`config.mk`:
```
export PLATFORM = sky130hd
export DESIGN_NAME = uart_rx
export DESIGN_NICKNAME = d
export VERILOG_FILES = /design/src/rtl/uart_rx.sv
export SDC_FILE = /design/constraint.sdc
export NUM_CORES = 1
export LEC_CHECK = 0
export ABC_AREA = 1
export BUFFER_PORTS_ARGS = -buffer_cell sky130_fd_sc_hd__buf_2
export CORE_AREA = 2 2 54 56
export DETAILED_ROUTE_END_ITERATION = 8
export DIE_AREA = 0 0 56 58
export PLACE_DENSITY = 0.81
export SKIP_LAST_GASP = 1
export SLEW_MARGIN = 20
export SYNTH_ARGS = -nofsm -noshare
export SYNTH_HDL_FRONTEND = slang
export SYNTH_SLANG_ARGS = --single-unit
```
`constraint.sdc`:
```
create_clock -name clk -period 1.9 [get_ports clk]
set_clock_uncertainty 0.15 [all_clocks]
set_input_delay 0.285 -clock clk [delete_from_list [all_inputs] [get_ports clk]]
set_output_delay 0.285 -clock clk [all_outputs]
set_load 0.02 [all_outputs]
```
`src/rtl/uart_rx.sv`:
```
// UART receiver: 2-flop line sync, 16x-oversampled start/data/stop sampling, one byte per frame.
// Optional even parity bit after the data bits when UART_RX_PARITY_EN is defined.
module uart_rx #(
   parameter int DATA_BITS  = 8,
   parameter int OVERSAMPLE = 16
) (
   input  logic                 clk,
   input  logic                 rst,
   input  logic                 b_tick,
   input  logic                 rx,
   output logic [DATA_BITS-1:0] rx_data,
   output logic                 rx_done,
   output logic                 rx_busy,
   output logic                 frame_err
);

   localparam int TW = (OVERSAMPLE > 1) ? $clog2(OVERSAMPLE) : 1;
   localparam int BW = (DATA_BITS > 1) ? $clog2(DATA_BITS) : 1;

   localparam logic [TW-1:0] TICK_MID = TW'(OVERSAMPLE / 2 - 1);
   localparam logic [TW-1:0] TICK_END = TW'(OVERSAMPLE - 1);
   localparam logic [BW-1:0] LAST_BIT = BW'(DATA_BITS - 1);

   localparam logic [2:0] IDLE   = 3'd0;
   localparam logic [2:0] START  = 3'd1;
   localparam logic [2:0] DATA   = 3'd2;
   localparam logic [2:0] STOP   = 3'd3;
`ifdef UART_RX_PARITY_EN
   localparam logic [2:0] PARITY = 3'd4;
`endif

   logic                 rx_meta;
   logic                 rx_s;
   logic [2:0]           state;
   logic [TW-1:0]        tick_cnt;
   logic [BW-1:0]        bit_cnt;
   logic [DATA_BITS-1:0] shreg;
   logic                 stop_ok;
   logic                 at_end;

   // Both flops reset to the idle level so reset release never looks like a start bit.
   always_ff @(posedge clk or negedge rst) begin
      if (!rst) begin
         rx_meta <= 1'b1;
         rx_s    <= 1'b1;
      end else begin
         rx_meta <= rx;
         rx_s    <= rx_meta;
      end
   end

   assign at_end = b_tick && (tick_cnt == TICK_END);

`ifdef UART_RX_PARITY_EN
   logic par_err;

   always_ff @(posedge clk or negedge rst) begin
      if (!rst) begin
         par_err <= 1'b0;
      end else if (state == PARITY && at_end) begin
         par_err <= (^shreg) ^ rx_s;
      end
   end

   assign stop_ok = rx_s && !par_err;
`else
   assign stop_ok = rx_s;
`endif

   always_ff @(posedge clk or negedge rst) begin
      if (!rst) begin
         state     <= IDLE;
         tick_cnt  <= '0;
         bit_cnt   <= '0;
         shreg     <= '0;
         rx_data   <= '0;
         rx_done   <= 1'b0;
         rx_busy   <= 1'b0;
         frame_err <= 1'b0;
      end else begin
         rx_done   <= 1'b0;
         frame_err <= 1'b0;
         case (state)
            IDLE: begin
               if (!rx_s) begin
                  state    <= START;
                  tick_cnt <= '0;
                  rx_busy  <= 1'b1;
               end
            end

            START: begin
               if (b_tick) begin
                  if (tick_cnt == TICK_MID) begin
                     if (!rx_s) begin
                        state    <= DATA;
                        tick_cnt <= '0;
                        bit_cnt  <= '0;
                     end else begin
                        // Low pulse shorter than half a bit: treat as noise.
                        state   <= IDLE;
                        rx_busy <= 1'b0;
                     end
                  end else begin
                     tick_cnt <= tick_cnt + 1'b1;
                  end
               end
            end

            DATA: begin
               if (at_end) begin
                  shreg    <= {rx_s, shreg[DATA_BITS-1:1]};
                  tick_cnt <= '0;
                  if (bit_cnt == LAST_BIT) begin
`ifdef UART_RX_PARITY_EN
                     state <= PARITY;
`else
                     state <= STOP;
`endif
                  end else begin
                     bit_cnt <= bit_cnt + 1'b1;
                  end
               end else if (b_tick) begin
                  tick_cnt <= tick_cnt + 1'b1;
               end
            end

`ifdef UART_RX_PARITY_EN
            PARITY: begin
               if (at_end) begin
                  state    <= STOP;
                  tick_cnt <= '0;
               end else if (b_tick) begin
                  tick_cnt <= tick_cnt + 1'b1;
               end
            end
`endif

            STOP: begin
               // Leaving at mid-stop gives the next start edge half a bit of slack.
               if (at_end) begin
                  if (stop_ok) begin
                     rx_data <= shreg;
                     rx_done <= 1'b1;
                  end else begin
                     frame_err <= 1'b1;
                  end
                  state    <= IDLE;
                  tick_cnt <= '0;
                  rx_busy  <= 1'b0;
               end else if (b_tick) begin
                  tick_cnt <= tick_cnt + 1'b1;
               end
            end

            default: begin
               state   <= IDLE;
               rx_busy <= 1'b0;
            end
         endcase
      end
   end

endmodule

```
# == Word-level counts from Yosys, hierarchy flattened ==
# Index checks and enable logic that the tools add are counted.
# totals
word_cells,72
in_bits,4
register_bits,31
output_inout_bits,11
# classes
eq_ne,16
bitwise_logic,1
n_reduce_logical,11
muxes,32
add_sub_neg,2
# op_table
op,count
two-way mux 3 bit,11
two-way mux 4 bit,5
!= test 2 bit (second input constant),9
AND reduction 6 bit,3
case mux 3 bit (4 select lines),1
case mux 4 bit (3 select lines),1
two-way mux 1 bit,11
== test 3 x 2 -> 1 bit (second input constant),2
case mux 3 bit (2 select lines),1
AND reduction 3 bit,2
adder 4 x 1 -> 4 bit (second input constant),1
== test 4 x 3 -> 1 bit (second input constant),1
== test 4 bit (second input constant),1
case mux 1 bit (4 select lines),1
adder 3 x 1 -> 3 bit (second input constant),1
== test 3 x 1 -> 1 bit (second input constant),1
== test 3 bit (second input constant),1
logical NOT 3 bit,1
!= test 3 x 1 -> 1 bit (second input constant),1
nonzero test 3 bit,1
two-way mux 2 bit,1
AND reduction 2 bit,1
nonzero test 2 bit,1
OR reduction 2 bit,1
2 further kinds,2

# == Longest topological paths before layout ==
# depth
depth_word,4
ltp_mapped,9
ltp_nobuf,9

# == Least setup slack after synthesis ==
# Ideal clock, no wire load.
# synth_path
path_type,register to register
start,reg tick_cnt[0]
end,reg shreg[0]
t_required_ps,1629
path_slack_ps,430
t_arrival_ps,1199
synth_period_minus_slack_ps,1470
stages_incl_launch_ff,8
cell_sequence,dfrtp_1 ha_1 nand2_2 nor2_8 inv_4 nor2_8 buf_8 a21oi_1
# synth_between
elab_chain_len,3
# synth_rtl
element,line,text
from (decl),35,logic [TW-1:0] tick_cnt;
from (signal assigned),105,tick_cnt <= tick_cnt + 1'b1;
from (signal assigned),124,tick_cnt <= tick_cnt + 1'b1;
from (signal assigned),152,tick_cnt <= tick_cnt + 1'b1;
== test 4 bit,52,assign at_end = b_tick && (tick_cnt == TICK_END);
logical AND 1 bit,52,
AND reduction 2 bit (no line),--,
to (signal assigned),112,"shreg <= {rx_s, shreg[DATA_BITS-1:1]};"
to (decl),37,logic [DATA_BITS-1:0] shreg;
# No other way between the ends.
# A chain may end at the register's enable or synchronous reset.

# == Worst setup path in the final report ==
# layout_path
start,reg tick_cnt[0]
end,reg bit_cnt[1]
# layout_between
elab_chain_len,4
# layout_rtl
element,line,text
== test 4 bit,52,
logical AND 1 bit,52,
!= test 2 bit (no line),--,
AND reduction 6 bit (no line) *,--,
to (signal assigned),121,bit_cnt <= bit_cnt + 1'b1;
to (decl),36,logic [BW-1:0] bit_cnt;
# Mark *: on every way between the ends. The rest lies on a longest branch, timed or not.

==> metrics <==
status=completed; net count after synthesis=163; Leak=0.894 nW; Slew HR=0.559; number of global-route vias before repair=1014; Clk pin slew, worst setup/hold paths=100 ps; Total Nets Final=184; grt total ovfl=0; top cell type's share of synthesized area=0.500; Achievable Freq=610 MHz; Worst VDD drop=0.744 mV; Total Routed Length=2.50 mm; DP Area=1480 um2; Post-Syn Instances=156; first-pass GRT wire length=4.38 mm; Synth cell types=24; final total negative setup slack=0 ps; DRC=0; number of buffers created by CTS=5; Layout area overhead=11.6%; GRT Total Usage=0.179; initial drt markers=40; TritonCTS Sinks=30; via count=1073; number of hold buffers added after CTS=2; H-tree levels=2; min Tclk post-route=1640 ps; die width=56 um; root buffer cell=clkbuf_4; Max-cap violations=0; Cell Area, Synth=1400 um2; HP Class=in2reg; Seq/Total Area, Yosys=0.538; std cell rows=19; DIE AREA=3250 um2; io pins=15; vias per inst=5.13; startpoint types=register; maximum number of pins on one net before global-route repair=31; YS warnings=0; fin crit share=0.863; max-slew violation count=0; placer congestion estimate=0.829; Initial Util=0.526; Critical Path End Type=register; DRT Pass-1 Iters=4; Die Ht=58 um; layout cells sized above 1=0.202; Cell Pwr Density=1070 nW/um2; deepest clock path buffer count=2; highest routed layer=met4; Post-CTS Setup Repair Bufs=0; RSZ-0062 raised after global routing=no; Core Region=2660 um2; Setup CP Type=reg2reg; post-route cell area=1560 um2; Worst Path Max Fanout=19; HPWL after detailed placement=1.80 mm; Seq cells post-synth=30; Hold Violations, Final=0; pin slew with the least headroom to its limit=661 ps; n_diodes=0; clk_lat worst skew=330 ps; M1 WL=1.12 mm; Synth area leader=dfrtp_1; CP Data Arrival Time=1760 ps; post-CTS sizing=0; met3 WL=138 um; port bufs=14; syn_area_per_cell=8.98 um2; routed length per placed instance=11.9 um; initial antenna violation count=0; post-route ant nets=0; CTS tree=yes; Setup Viol. Count Final=0; synth top area cells=dfrtp_1 50%, nand2_1 12%, inv_1 5.4%, o21ai_0 4.3%, dfstp_2 3.8%; met2 routed WL=1.18 mm; CP required=2020 ps
-- worst max-delay path, cell delays in order, from the launching register on --
cell and delay (ps):
dfrtp_1 400, ha_1 200, nand2_2 130, nor2_8 180
inv_4 60, nor2_8 230, nand4_1 140, nand2_1 80
-- path summary, 6_finish.rpt --
check / from / end / slack [ps] / cells past startpoint
setup / recovery: tick_cnt[0] / bit_cnt[1] / 260 / 7
hold / removal: b_tick / tick_cnt[1] / 100 / 3
setup reg to reg: tick_cnt[0] / bit_cnt[1] / 260 / 7
hold reg to reg: rx_meta / rx_s / 210 / 0
max in group asynchronous: rst / rx_data[1] / 800 / 2
min in group asynchronous: rst / state[0] / 360 / 2
-- registers in the layout, summed over array words and instances, names as in the netlist --
signal and count:
rx_meta 1, rx_s 1, tick_cnt 4, bit_cnt 3, rx_busy 1, rx_done 1, frame_err 1, shreg 8
state 2, rx_data 8
-- per-stage QoR --
stage / total power [mW] / std cells / setup slack, ps / util / hold WS (ps)
finish: 1.68 / 209 / 259 / 0.587 / 100
global route: 1.81 / 209 / 107 / 0.587 / 94.2
CTS: 1.68 / 209 / 255 / 0.587 / 84.9
detailed placement: 1.28 / 199 / 281 / 0.557 / 197
global placement: 1.26 / 199 / 365 / 0.557 / 185
floorplan: 1.16 / 156 / 430 / - / -161
-- placed cells by master (no fill, tap or decap), types with 2 or more instances in the layout --
| cell type | instances |
|---|---|
| a21oi_1 | 2 |
| buf_2 | 14 |
| clkbuf_4 | 5 |
| dfrtp_1 | 28 |
| dfstp_2 | 2 |
| dlygate4sd3_1 | 2 |
| ha_1 | 3 |
| inv_1 | 20 |
| nand2_1 | 43 |
| nand2_2 | 4 |
| nand3_1 | 9 |
| nand4_1 | 3 |
| nor2_1 | 11 |
| nor2_8 | 2 |
| o21ai_0 | 12 |
| o21ai_1 | 5 |
| o21ai_2 | 2 |
-- power by group --
group / switching [mW] / internal (mW) / leakage [nW]
clock: 0.218 / 0.179 / 0.0353
combinational: 0.348 / 0.163 / 0.490
sequential: 0.0690 / 0.701 / 0.369
-- area by class of cell --
cell class	count	area, um2
Fill cell	239	1100
Sequential cell	30	753
Multi-Input combinational cell	102	537
Timing Repair Buffer	16	90.1
Inverter	22	85.1
Clock buffer	7	55.1
Tap cell	31	38.8
Clock inverter	1	5.00
-- logic make-up after synthesis --
| logic type | count (synthesis) | share of synthesized area |
|---|---|---|
| simple gates | 76 | 0.264 |
| flops | 30 | 0.537 |
| buf+inv | 24 | 0.0795 |
| compound gates | 22 | 0.0857 |
| fa+ha+maj | 3 | 0.0268 |
| xor+xnor | 1 | 0.00625 |
-- routing by layer --
| layer | vias to the layer above | track usage |
|---|---|---|
| li1 | 533 | - |
| met1 | 508 | 0.213 |
| met2 | 27 | 0.292 |
| met3 | 5 | 0.0647 |
| met4 | 0 | 0.0850 |
| met5 | - | 0 |
-- cells in the mapped netlist, drive strengths merged --
cell type and number:
o21ai 19, buf 2, nand3 11, nor3 1
a21oi 2, nand2 47, dfstp 2, xor2 1
dfrtp 28, o21a 1, inv 22, nand4 3
nor2 14, ha 3
(Power assumes the default switching activity.)
